File: config.mk
export PLATFORM = sky130hd
export DESIGN_NAME = hazard_ctrl_unit
export DESIGN_NICKNAME = d
export VERILOG_FILES = /design/src/rtl/hazard_pkg.sv /design/src/rtl/hazard_ctrl_unit_fwd_sel.sv /design/src/rtl/hazard_ctrl_unit.sv
export SDC_FILE = /design/constraint.sdc
export NUM_CORES = 1
export LEC_CHECK = 0
export CAP_MARGIN = 5
export CORE_MARGIN = 4
export CORE_UTILIZATION = 39
export DETAILED_ROUTE_END_ITERATION = 10
export HOLD_SLACK_MARGIN = 0.12
export PLACE_DENSITY = 0.83
export SLEW_MARGIN = 20
export SYNTH_ARGS = -nofsm -noshare
export SYNTH_HDL_FRONTEND = slang
export SYNTH_SLANG_ARGS = --single-unit
File: constraint.sdc
create_clock -name clk -period 1.8 [get_ports clk]
set_input_delay 0.27 -clock clk [delete_from_list [all_inputs] [get_ports clk]]
set_output_delay 0.27 -clock clk [all_outputs]
set_load 0.02 [all_outputs]
File: src/rtl/hazard_pkg.sv
// hazard_pkg: shared state encoding and select constants for the hazard control unit
package hazard_pkg;
    typedef enum logic {RUN, MISS_WAIT} hz_state_t;
    localparam logic [1:0] RESULT_SRC_LOAD = 2'b01;
    localparam logic [1:0] FWD_RF = 2'b00;
    localparam logic [1:0] FWD_W = 2'b01;
    localparam logic [1:0] FWD_M = 2'b10;
endpackage

File: src/rtl/hazard_ctrl_unit_fwd_sel.sv
// fwd_sel: one execute operand's bypass select, memory stage beats writeback, x0 never forwards
module fwd_sel
    import hazard_pkg::*;
#(
    parameter int REG_ADDR_WIDTH = 5
) (
    input  logic [REG_ADDR_WIDTH-1:0] rs,
    input  logic [REG_ADDR_WIDTH-1:0] rd_m,
    input  logic                      reg_write_m,
    input  logic                      valid_m,
    input  logic [REG_ADDR_WIDTH-1:0] rd_w,
    input  logic                      reg_write_w,
    input  logic                      valid_w,
    output logic [1:0]                sel
);
    logic hit_m, hit_w;
    // pick the youngest in-flight producer of rs
    always_comb begin
        hit_m = valid_m && reg_write_m && rd_m != '0 && rd_m == rs;
        hit_w = valid_w && reg_write_w && rd_w != '0 && rd_w == rs;
        sel = hit_m ? FWD_M : hit_w ? FWD_W : FWD_RF;
    end
endmodule

File: src/rtl/hazard_ctrl_unit.sv
// hazard_ctrl_unit: stall/flush control for load-use, branch redirect and D-cache miss freeze, plus forwarding
module hazard_ctrl_unit
    import hazard_pkg::*;
#(
    parameter int REG_ADDR_WIDTH = 5,
    parameter int SRC_WIDTH = 2,
    parameter int CNT_WIDTH = 32
) (
    input  logic                      clk,
    input  logic                      rst,
    input  logic [REG_ADDR_WIDTH-1:0] RS1_d,
    input  logic [REG_ADDR_WIDTH-1:0] RS2_d,
    input  logic [REG_ADDR_WIDTH-1:0] RS1_e,
    input  logic [REG_ADDR_WIDTH-1:0] RS2_e,
    input  logic [REG_ADDR_WIDTH-1:0] Rd_e,
    input  logic                      RegWrite_e,
    input  logic [SRC_WIDTH-1:0]      ResultSrc_e,
    input  logic                      valid_e,
    input  logic                      PCSrc_e,
    input  logic [REG_ADDR_WIDTH-1:0] Rd_m,
    input  logic                      RegWrite_m,
    input  logic                      valid_m,
    input  logic [REG_ADDR_WIDTH-1:0] Rd_w,
    input  logic                      RegWrite_w,
    input  logic                      valid_w,
    input  logic                      cache_miss_m,
    input  logic                      cache_ready_m,
    output logic                      en_f,
    output logic                      en_d,
    output logic                      en_e,
    output logic                      en_m,
    output logic                      flush_d_n,
    output logic                      flush_e_n,
    output logic [1:0]                ForwardA_e,
    output logic [1:0]                ForwardB_e,
    output logic [CNT_WIDTH-1:0]      stall_cnt
);
    hz_state_t state, state_nxt;
    logic miss_start, freeze, branch, load_use;
    logic [1:0] fwd_a, fwd_b;

    fwd_sel #(.REG_ADDR_WIDTH(REG_ADDR_WIDTH)) u_fwd_a (
        .rs(RS1_e), .rd_m(Rd_m), .reg_write_m(RegWrite_m), .valid_m(valid_m),
        .rd_w(Rd_w), .reg_write_w(RegWrite_w), .valid_w(valid_w), .sel(fwd_a)
    );

    fwd_sel #(.REG_ADDR_WIDTH(REG_ADDR_WIDTH)) u_fwd_b (
        .rs(RS2_e), .rd_m(Rd_m), .reg_write_m(RegWrite_m), .valid_m(valid_m),
        .rd_w(Rd_w), .reg_write_w(RegWrite_w), .valid_w(valid_w), .sel(fwd_b)
    );

    // miss state register and stall counter that saturates instead of wrapping
    always_ff @(posedge clk) begin
        if (rst) begin
            state <= RUN;
            stall_cnt <= '0;
        end else begin
            state <= state_nxt;
            if (!en_f && stall_cnt != '1) stall_cnt <= stall_cnt + 1'b1;
        end
    end

    // hazard detection with priority freeze > branch > load-use; reset forces everything inactive
    always_comb begin
        miss_start = state == RUN && cache_miss_m && valid_m && !cache_ready_m;
        freeze = miss_start || (state == MISS_WAIT && !cache_ready_m);
        branch = valid_e && PCSrc_e;
        load_use = valid_e && RegWrite_e && ResultSrc_e == SRC_WIDTH'(RESULT_SRC_LOAD) &&
                   Rd_e != '0 && (Rd_e == RS1_d || Rd_e == RS2_d);
        state_nxt = state == RUN ? (miss_start ? MISS_WAIT : RUN) : (cache_ready_m ? RUN : MISS_WAIT);
        en_f = !rst && !freeze && (branch || !load_use);
        en_d = en_f;
        en_e = !rst && !freeze;
        en_m = en_e;
        flush_d_n = !rst && (freeze || !branch);
        flush_e_n = !rst && (freeze || !(branch || load_use));
        ForwardA_e = rst ? FWD_RF : fwd_a;
        ForwardB_e = rst ? FWD_RF : fwd_b;
    end
endmodule
==> results of run 1 <==
-- routing by layer --
metal	part of all wire	track usage	vias up
met5	0	0	-
met4	0.060	0.113	0
met3	0.081	0.0415	72
met2	0.51	0.484	248
met1	0.35	0.290	1536
li1	-	-	1416
-- power by group --
part	switching [mW]	leakage [nW]	internal [mW]	total [mW]
Clock	0.288	0.0486	0.303	0.591
Combinational	0.249	1.53	0.287	0.535
Sequential	0.00754	0.280	0.728	0.736
-- cell usage in the layout, fill, tap and decap left out, types with 8 or more instances in the layout --
master and n:
sky130_fd_sc_hd__buf_4 87, sky130_fd_sc_hd__nand4_1 9, sky130_fd_sc_hd__clkdlybuf4s15_1 8, sky130_fd_sc_hd__nand2_1 13, sky130_fd_sc_hd__o21ai_0 15, sky130_fd_sc_hd__dlygate4sd2_1 22
sky130_fd_sc_hd__xor2_1 12, sky130_fd_sc_hd__clkdlybuf4s50_1 38, sky130_fd_sc_hd__nand3_1 12, sky130_fd_sc_hd__nor2_1 12, sky130_fd_sc_hd__buf_6 25, sky130_fd_sc_hd__dfxtp_2 18
sky130_fd_sc_hd__a21oi_1 23, sky130_fd_sc_hd__xnor2_2 8, sky130_fd_sc_hd__xnor2_1 10, sky130_fd_sc_hd__or3_1 13, sky130_fd_sc_hd__dfxtp_1 9
-- worst register-to-register path: cells and delay by family, from the launching register on --
kind	cells	cell delay [ns]
flip-flops	1	0.39
buffers and inverters	2	0.25
AO/OA/AOI/OAI	2	0.41
AND/OR/NAND/NOR	4	0.88
-- kinds of logic (layout without fill, tap and decap cells) --
family          Yosys count  in the layout  share of synthesized area
simple gates            123            123                      0.336
compound gates           68             68                      0.179
flops                    33             33                      0.295
xor+xnor                 31             31                      0.121
buf+inv                  20            212                     0.0487
mux                       3              3                     0.0145
fa+ha+maj                 1              1                    0.00559
other cells               0              1                          0
-- cell type report --
cell class	count	area, um2
fill	315	970
inverter	7	28.8
timing repair buffer	197	1780
antenna	1	2.50
tap	72	90.1
multi-input combinational	226	1870
clock buffer	6	82.6
sequential	33	706
clock inverter	2	8.76
-- how the worst min path moves through the flow --
stage,start,slack (ns),endpoint
floorplan,cache_ready_m,0.46,state
global placement,stall_cnt[31],0.49,stall_cnt[31]
detailed placement,stall_cnt[31],0.50,stall_cnt[31]
CTS,cache_ready_m,0.48,state
global route,cache_ready_m,0.49,state
finish,cache_ready_m,0.49,state
-- timing repair --
action,4_1_cts,5_1_grt
cloned,3,0
resized for setup,159,72
setup endpoints to repair,42,41
buffers inserted,13,17
pin swaps,54,44
-- registers in the layout (all words and copies together), names as in the netlist --
| register | count |
|---|---|
| state | 1 |
| stall_cnt | 32 |
-- per-stage QoR --
step	area, um2	hold WS (ns)	setup TNS (ns)	instances	power, mW
floorplan	2330	0.463	-0.0667	279	0.929
global placement	3810	0.489	-25.58	504	1.15
detailed placement	3810	0.501	-26.45	504	1.17
CTS	4210	0.485	-0.978	528	1.82
global route	4570	0.488	-6.35	544	1.92
finish	4570	0.488	-3.99	544	1.86
==> impl_summary.log, run 1 <==
[metrics] status: finished, violations left
[metrics] violated checks: setup timing
[metrics] core region area: 5540 um2
[metrics] number of hold-slack violations in the final timing report: 0
[metrics] final worst path period share: 1.14
[metrics] sequential fraction of the synthesis area: 0.295
[metrics] length of the first detailed-routing pass in iterations: 5
[metrics] library cell used as clock root buffer: sky130_fd_sc_hd__clkbuf_8
[metrics] Die W: between 80 and 90 um
[metrics] Final nets: 519
[metrics] worst-path cell with the longest stage delay: sky130_fd_sc_hd__dfxtp_4
[metrics] transition at the pin with the smallest max-transition slack: 0.428 ns
[metrics] final setup violating endpoints: 38
[metrics] summed instance area of the synthesized netlist: 2240 um2
[metrics] number of sinks driven by the clock tree: 33
[metrics] list of most frequent post-synthesis cells: 33 x sky130_fd_sc_hd__dfxtp_1, 30 x sky130_fd_sc_hd__a21oi_1, 21 x sky130_fd_sc_hd__nand3_1, 21 x sky130_fd_sc_hd__o21ai_0
[metrics] synthesized instance count: 279
[metrics] post-synth top area cell: sky130_fd_sc_hd__dfxtp_1
[metrics] synthesized flop and latch total: 33
[metrics] Fin Clk Skew: about 0.0048 ns
[metrics] worst path setup slack after routing: -0.245 ns
[metrics] layout cell share with drive strength beyond 1: 0.484
[metrics] TritonCTS clock tree: done
[metrics] Register-to-Register Path Depth: 8
[metrics] Ports: 90
[metrics] path type of the worst setup path: reg2reg
[metrics] total of warnings raised by yosys: 0
[metrics] Buf/Inv on CP: 2
[metrics] Period minus WS final: around 2.0 ns
[metrics] endpoint of the worst register-to-register path: stall_cnt[20]
[metrics] global routing usage summed across all routing layers: 0.261
[metrics] number of core rows: 27
[metrics] maximum clock frequency: 489 MHz
[metrics] cell count of the worst hold path: 4
[metrics] Setup crit end kind: register
[metrics] dpl hpwl: 6100 um
[metrics] GP Congestion: between 0.8 and 0.9
[metrics] via count: around 3300
[metrics] data required time of the worst path: 1.96 ns
[metrics] sort of element at the start of the critical path: register
[metrics] path length in cells of the critical path: 8
[metrics] die footprint: ~7000 um2
[metrics] Reg clk slew, reported paths: 0.07 ns
[metrics] Initial Utilization: 0.404
[metrics] number of library cell types mapped by synthesis: 46
[metrics] Peak supply drop: 335 uV
[metrics] total routed wirelength: 11300 um
[metrics] worst min-delay path category: in2reg
[metrics] global-route wire length before repair: about 15000 um
[metrics] pin count of the biggest net entering global routing: 37
[metrics] wire length per cell after detailed routing: 20.7 um
[metrics] startpoint of the worst register-to-register path: stall_cnt[10]
[metrics] total power divided by cell area: just over 400 nW/um2
[metrics] unrepaired setup endpoints after global routing: true
[metrics] CP arrival: 2.21 ns
[metrics] Crit Path Max Fanout: 3
[metrics] proportion of synthesized flip-flops having asynchronous set or reset: 0
[metrics] Top Family by Delay on Critical Path: simple AND/OR/NAND/NOR gates
[metrics] maximum capacitance violations: 0
[metrics] remaining antenna violation count after routing: 0
[metrics] most frequent cell after synthesis: sky130_fd_sc_hd__dfxtp_1
[metrics] destination of the critical timing path: stall_cnt[20]
[metrics] post-placement worst setup slack: -0.948 ns
[metrics] vertical die dimension: between 80 and 90 um
[metrics] Post-Synthesis Mean Instance Area: 8.02 um2
[metrics] Static Leak: 1.86 nW
[metrics] Bufs on Longest Clock Path: 2
[metrics] longest individual stage delay on the worst path: just under 0.4 ns
[metrics] H-tree levels: 2
[metrics] Pins Over Slew Limit: 0
[metrics] source-to-sink clock delay at the later pin of the worst-skew pair: 0.29 ns
[metrics] hold buffer count at CTS: 0
[metrics] drt via density: between 6 and 7
[metrics] Synth-to-Final Area Change: 104%
[metrics] # port buffers: 89
[metrics] total congestion overflow after global routing: 0
[metrics] # DRC: 0
[metrics] vias in the first global route: 3157
[metrics] number of buffers added by the clock tree synthesis step: 5
[metrics] fraction of post-synthesis cell area in the top cell type by area: 0.295
[metrics] final core utilization: 0.825
[metrics] initial antenna violation count: 1
[metrics] number of DRC violations after detailed-routing iteration 0: 241
[metrics] launch point of the worst path: stall_cnt[10]
[metrics] most used flip-flop cell after synthesis: sky130_fd_sc_hd__dfxtp_1
[metrics] register-to-register path setup slack: -0.25 ns
[metrics] number of flops mapped to enable cells by yosys: 0
[metrics] headroom to the max-slew limit: 0.714
[metrics] Area contributors post-synth: sky130_fd_sc_hd__dfxtp_1 30%, sky130_fd_sc_hd__xnor2_1 7.0%, sky130_fd_sc_hd__a21oi_1 6.7%
[metrics] net count of the mapped netlist: 328
[metrics] worst path cell trace: buf_6 > nand4_1 > nor4_4 > and2b_2 > nand2_2 > buf_4 > o31ai_1 > a21oi_2
(Power assumes the default switching activity.)
==> inputs of run 2 (changes only) <==
Settings changed: TNS_END_PERCENT from default to 50.
==> impl_summary.log, run 2 (synthesized netlist as in run 1, its figures left out) <==
[metrics] status: finished, violations left
[metrics] violated checks: setup timing
[metrics] number of antenna repair diodes: 0 (-1)
[metrics] sort of element at the start of the critical path: register
[metrics] transition at the pin with the smallest max-transition slack: 0.422 ns (-0.00599 ns)
[metrics] Fin Clk Skew: 0.0108 ns (+0.00603 ns)
[metrics] pin count of the biggest net entering global routing: 23 (-38%)
[metrics] core region area: 5540 um2 (unchanged)
[metrics] Peak supply drop: 357 uV (+6.6%)
[metrics] TritonCTS clock tree: done
[metrics] hold buffer count at CTS: 0 (unchanged)
[metrics] global-route wire length before repair: 14600 um (-3.3%)
[metrics] data required time of the worst path: 2.02 ns (+0.06 ns)
[metrics] worst-path cell with the longest stage delay: sky130_fd_sc_hd__dfxtp_4
[metrics] max FFs per register: 32 (unchanged)
[metrics] via count: 3223 (-1.5%)
[metrics] overall power: 1.87 mW (+0.34%)
[metrics] worst path setup slack after routing: -0.204 ns (+0.0411 ns)
[metrics] most common cell after layout, fill and taps aside: sky130_fd_sc_hd__buf_4
[metrics] Period minus WS final: 2.00 ns (-0.0411 ns)
[metrics] vias in the first global route: 3135 (-0.70%)
[metrics] Static Leak: 1.79 nW (-3.7%)
[metrics] global routing usage summed across all routing layers: 0.256 (-0.00497)
[metrics] worst path cell trace: nand3_4 > nor4_4 > nand4_1 > o211ai_4 > buf_12 > buf_16 > buf_6 > o21ai_2 > a21oi_1
[metrics] remaining antenna violation count after routing: 0 (unchanged)
[metrics] path type of the worst setup path: reg2reg
[metrics] number of DRC violations after detailed-routing iteration 0: 255 (+5.8%)
[metrics] # DRC: 0 (unchanged)
[metrics] total routed wirelength: 10900 um (-3.1%)
[metrics] register-to-register path setup slack: -0.20 ns (+0.04 ns)
[metrics] Ports: 90 (unchanged)
[metrics] post-placement worst setup slack: -0.937 ns (+0.0111 ns)
[metrics] top library cells by usage in the layout, fill and taps aside: 85 x sky130_fd_sc_hd__buf_4, 41 x sky130_fd_sc_hd__clkdlybuf4s50_1, 28 x sky130_fd_sc_hd__dlygate4sd2_1
[metrics] Initial Utilization: 0.404 (unchanged)
[metrics] longest individual stage delay on the worst path: 0.38 ns (about the same)
[metrics] vertical die dimension: 83.7 um (unchanged)
[metrics] registers with the most flip-flops: stall_cnt: 32 flops, state: 1 flops
[metrics] CP arrival: 2.22 ns (about the same)
[metrics] final core utilization: 0.815 (-0.0104)
[metrics] Die W: 83.7 um (unchanged)
[metrics] footprint of the multi-input gates: 1840 um2 (-1.4%)
[metrics] Top reg by flops: stall_cnt
[metrics] final-layout worst hold slack: 0.500 ns (+0.0120 ns)
[metrics] source-to-sink clock delay at the later pin of the worst-skew pair: 0.31 ns (+0.02 ns)
[metrics] # fillers: 314 (-0.32%)
[metrics] Final nets: 514 (-0.96%)
[metrics] total congestion overflow after global routing: 0 (unchanged)
[metrics] initial antenna violation count: 0 (-1)
[metrics] dpl hpwl: 5910 um (-3.1%)
[metrics] H-tree levels: 2 (unchanged)
[metrics] area occupied by registers: 703 um2 (-0.35%)
[metrics] DP Cell Count: 500 (-0.79%)
[metrics] Reg clk slew, reported paths: 0.08 ns (about the same)
[metrics] total power divided by cell area: 414 nW/um2 (+1.6%)
[metrics] unrepaired setup endpoints after global routing: true
[metrics] number of sinks driven by the clock tree: 33 (unchanged)
[metrics] Bufs on Longest Clock Path: 2 (unchanged)
[metrics] final worst path period share: 1.11 (-0.0228)
[metrics] GP Congestion: 0.861 (+2.4%)
[metrics] Crit Path Max Fanout: 7 (+4)
[metrics] drt via density: 5.99 (-0.40%)
[metrics] Setup crit end kind: register
[metrics] worst min-delay path category: reg2reg
[metrics] Pins Over Slew Limit: 0 (unchanged)
[metrics] Synth-to-Final Area Change: 102%
[metrics] maximum clock frequency: 499 MHz (+2.1%)
[metrics] maximum capacitance violations: 0 (unchanged)
[metrics] # port buffers: 89 (unchanged)
[metrics] layout cell share with drive strength beyond 1: 0.491 (+0.00734)
[metrics] number of buffers added by the clock tree synthesis step: 5 (unchanged)
[metrics] number of core rows: 27 (unchanged)
[metrics] number of standard cells in the final layout excluding fillers: 538 (-1.1%)
[metrics] headroom to the max-slew limit: 0.717 (+0.00246)
[metrics] final setup violating endpoints: 37 (-2.6%)
[metrics] die footprint: 7010 um2 (unchanged)
[metrics] wire length per cell after detailed routing: 20.3 um (-2.0%)
[metrics] number of hold-slack violations in the final timing report: 0 (unchanged)
[metrics] length of the first detailed-routing pass in iterations: 5 (unchanged)
[metrics] library cell used as clock root buffer: sky130_fd_sc_hd__clkbuf_8
-- run 2: cell types whose count changed in the layout (fill, tap and decap cells not counted), sizes merged --
cell           previous run  this run
dlymetal6s2s              4         0
clkdlybuf4s50            38        41
buf                     122       115
dlygate4sd2              22        28
diode                     1         0
clkdlybuf4s15             8         5
-- run 2: power by group --
part / switching (mW) / total, mW / internal (mW)
registers: 0.00685 / 0.735 / 0.728
logic: 0.249 / 0.545 / 0.297
clock network: 0.319 / 0.588 / 0.269
total: 0.575 / 1.87 / 1.29
-- run 2: path summary, 6_finish.rpt --
kind | cells past startpoint | end | from
worst max-delay path | 9 | stall_cnt[10] | stall_cnt[10]
worst min-delay path | 2 | stall_cnt[21] | stall_cnt[21]
worst max register to register | 9 | stall_cnt[10] | stall_cnt[10]
worst min register to register | 2 | stall_cnt[21] | stall_cnt[21]
-- run 2: cell type report --
class,instances,share of cell area
clock buffer,6,0.0161
clock inverter,2,0.00222
inverter,7,0.00638
multi-input combinational,226,0.408
sequential,33,0.156
tap,72,0.0200
timing repair buffer,192,0.391
-- run 2: critical path, delay by kind of cell (launching register included) --
family	cells	cell delay [ns]
AO/OA/AOI/OAI	3	0.42
buffers and inverters	3	0.41
flip-flops	1	0.38
AND/OR/NAND/NOR	3	0.69
-- run 2: stage by stage --
| step | instance area (um2) | TNS (ns) |
|---|---|---|
| 2_1_floorplan | 2320 | -0.154 |
| 3_3_place_gp | 3780 | -23.22 |
| 3_5_place_dp | 3780 | -25.22 |
| 4_1_cts | 4160 | -1.44 |
| 5_1_grt | 4510 | -5.34 |
| 6_report | 4510 | -2.98 |
-- run 2: metal layers --
layer,track usage,vias up,wire length [um],part of all wire
met1,0.258,1516,3850,0.35
met2,0.484,232,5450,0.50
met4,0.136,0,693,0.063
met5,0,-,0,0
li1,-,1410,-,-
met3,0.0543,65,923,0.085
-- run 2: timing repair --
item / 4_1_cts / 5_1_grt
buffers inserted: 16 / 10
gates cloned: 4 / 1
setup endpoints to repair: 42 / 42
resized for setup: 141 / 79
pin swaps: 69 / 42
==> inputs of run 3 (changes only) <==
Settings changed: PLACE_DENSITY 0.83 to 0.85.
==> impl_summary.log, run 3 (synthesized netlist as in run 1, its figures left out) <==
[metrics] worst min-delay path category: in2reg
[metrics] length of the first detailed-routing pass in iterations: 7 (+2)
[metrics] post-placement worst setup slack: -0.950 ns (-0.0129 ns)
[metrics] Pins Over Slew Limit: 0 (unchanged)
[metrics] via count: 3095 (-4.0%)
[metrics] total internal power: 1.37 mW (+6.2%)
[metrics] final standard cell area without fillers: 4440 um2 (-1.5%)
[metrics] Period minus WS final: 2.04 ns (+0.0343 ns)
[metrics] core region area: 5540 um2 (unchanged)
[metrics] max FFs per register: 32 (unchanged)
[metrics] wire length per cell after detailed routing: 19.6 um (-3.6%)
[metrics] footprint of the multi-input gates: 1840 um2 (about the same)
[metrics] number of standard cells in the final layout excluding fillers: 526 (-2.2%)
[metrics] # fillers: 326 (+3.8%)
[metrics] total routed wirelength: 10300 um (-5.8%)
[metrics] violated checks: setup timing
[metrics] Top reg by flops: stall_cnt
[metrics] post-detailed-placement cell area: 3800 um2 (+0.60%)
[metrics] source-to-sink clock delay at the later pin of the worst-skew pair: 0.30 ns (about the same)
[metrics] most common cell after layout, fill and taps aside: sky130_fd_sc_hd__buf_4
[metrics] final setup violating endpoints: 29 (-22%)
[metrics] H-tree levels: 2 (unchanged)
[metrics] pin count of the biggest net entering global routing: 22 (-4.3%)
[metrics] registers with the most flip-flops: stall_cnt: 32 flops, state: 1 flops
[metrics] clock group share of total power: 0.334 (+0.019)
[metrics] Crit Path Max Fanout: 7 (unchanged)
[metrics] area occupied by registers: 711 um2 (+1.1%)
[metrics] reported net switching power: 0.556 mW (-3.3%)
[metrics] unrepaired setup endpoints after global routing: true
[metrics] CP arrival: 2.24 ns (+0.02 ns)
[metrics] number of DRC violations after detailed-routing iteration 0: 232 (-9.0%)
[metrics] combinational cell fraction of total power: 0.285 (-0.007)
[metrics] Static Leak: 1.76 nW (-1.8%)
[metrics] initial antenna violation count: 0 (unchanged)
[metrics] GP Congestion: 0.808 (-6.1%)
[metrics] number of antenna repair diodes: 0 (unchanged)
[metrics] total congestion overflow after global routing: 0 (unchanged)
[metrics] # DRC: 0 (unchanged)
[metrics] vias in the first global route: 3129 (-0.19%)
[metrics] Seq pwr share: 0.380 (-0.013)
[metrics] data required time of the worst path: 2.00 ns (-0.02 ns)
[metrics] remaining antenna violation count after routing: 0 (unchanged)
[metrics] number of sinks driven by the clock tree: 33 (unchanged)
[metrics] Die W: 83.7 um (unchanged)
[metrics] Final nets: 502 (-2.3%)
[metrics] Bufs on Longest Clock Path: 2 (unchanged)
[metrics] Reg clk slew, reported paths: 0.08 ns (about the same)
[metrics] global-route wire length before repair: 14400 um (-1.6%)
[metrics] maximum clock frequency: 491 MHz (-1.7%)
[metrics] worst path setup slack after routing: -0.239 ns (-0.0343 ns)
[metrics] number of core rows: 27 (unchanged)
[metrics] switch share: 0.288 (-0.0197)
[metrics] # port buffers: 89 (unchanged)
[metrics] Setup crit end kind: register
[metrics] Synth-to-Final Area Change: 98.7%
[metrics] sort of element at the start of the critical path: input pin
[metrics] final worst path period share: 1.13 (+0.0191)
[metrics] Fin Clk Skew: 0.00746 ns (-0.00338 ns)
[metrics] dpl hpwl: 6100 um (+3.2%)
[metrics] DP Cell Count: 503 (+0.60%)
[metrics] layout cell share with drive strength beyond 1: 0.467 (-0.0245)
[metrics] headroom to the max-slew limit: 0.750 (+0.0332)
[metrics] Ports: 90 (unchanged)
[metrics] number of hold-slack violations in the final timing report: 0 (unchanged)
[metrics] TritonCTS clock tree: done
[metrics] Initial Utilization: 0.404 (unchanged)
[metrics] final-layout worst hold slack: 0.298 ns (-0.203 ns)
[metrics] status: finished, violations left
[metrics] library cell used as clock root buffer: sky130_fd_sc_hd__clkbuf_8
[metrics] die footprint: 7010 um2 (unchanged)
[metrics] vertical die dimension: 83.7 um (unchanged)
[metrics] total power divided by cell area: 434 nW/um2 (+4.9%)
[metrics] maximum capacitance violations: 0 (unchanged)
[metrics] transition at the pin with the smallest max-transition slack: 0.373 ns (-0.0493 ns)
[metrics] Peak supply drop: 421 uV (+18%)
[metrics] number of buffers added by the clock tree synthesis step: 5 (unchanged)
[metrics] drt via density: 5.88 (-1.8%)
[metrics] top library cells by usage in the layout, fill and taps aside: 77 x sky130_fd_sc_hd__buf_4, 40 x sky130_fd_sc_hd__clkdlybuf4s50_1, 25 x sky130_fd_sc_hd__dlygate4sd2_1
[metrics] global routing usage summed across all routing layers: 0.251 (-0.00512)
[metrics] path type of the worst setup path: in2reg
## run 3: cell types whose count changed in the layout (fill, tap and decap cells not counted), sizes merged
| cell | change |
|---|---|
| clkdlybuf4s15 | +2 |
| clkinv | -1 |
| dlymetal6s2s | +2 |
| dlygate4sd2 | -3 |
| clkdlybuf4s50 | -1 |
| buf | -10 |
| clkbuf | -1 |
## run 3: through the flow
stage,utilization,power [mW],setup TNS [ns]
floorplan,-,0.926,-0.154
global placement,0.686,1.15,-23.00
detailed placement,0.686,1.17,-24.97
CTS,0.739,1.85,-1.04
global route,0.802,1.99,-5.27
finish,0.802,1.93,-3.26
## run 3: power groups by stage
stage	Sequential (mW)	Combinational, mW	Clock [mW]
after global placement	0.750	0.403	0
after detailed placement	0.751	0.418	0
final	0.734	0.550	0.645
after floorplan	0.760	0.165	0
after CTS	0.734	0.468	0.648
after global routing	0.734	0.575	0.680
## run 3: cell type report
| type | instances | share of cell area |
|---|---|---|
| clock buffer | 7 | 0.0217 |
| clock inverter | 1 | 0.00113 |
| inverter | 7 | 0.00648 |
| multi-input combinational | 226 | 0.414 |
| sequential | 33 | 0.160 |
| tap | 72 | 0.0203 |
| timing repair buffer | 180 | 0.376 |
## run 3: layer usage
metal,track usage,up-vias,routed length [um]
li1,-,1385,-
met1,0.247,1479,3710
met2,0.485,183,5410
met3,0.0523,48,730
met4,0.127,0,439
met5,0,-,0
## run 3: path summary, 6_finish.rpt
check,startpoint,to,slack [ns],depth (start not counted)
setup reg to reg,state,stall_cnt[5],-0.21,10
setup / recovery,ResultSrc_e[1],stall_cnt[5],-0.24,10
hold / removal,cache_ready_m,state,0.30,3
hold reg to reg,stall_cnt[31],stall_cnt[31],0.50,2
## run 3: what timing repair did
action / CTS / global route
gates cloned: 2 / 1
buffers inserted: 6 / 6
setup endpoints to repair: 42 / 42
hold buffers: 0 / 0
resized for setup: 143 / 74
pin swaps: 51 / 41
## run 3: worst max-delay path, cell delays in order
cell	delay, ns
sky130_fd_sc_hd__dlygate4sd2_1	0.23
sky130_fd_sc_hd__and4b_1	0.29
sky130_fd_sc_hd__o21ai_4	0.08
sky130_fd_sc_hd__buf_6	0.13
sky130_fd_sc_hd__o21ai_4	0.18
sky130_fd_sc_hd__o211ai_4	0.17
sky130_fd_sc_hd__buf_12	0.18
sky130_fd_sc_hd__clkbuf_16	0.15
sky130_fd_sc_hd__or3_1	0.37
sky130_fd_sc_hd__a21oi_1	0.18
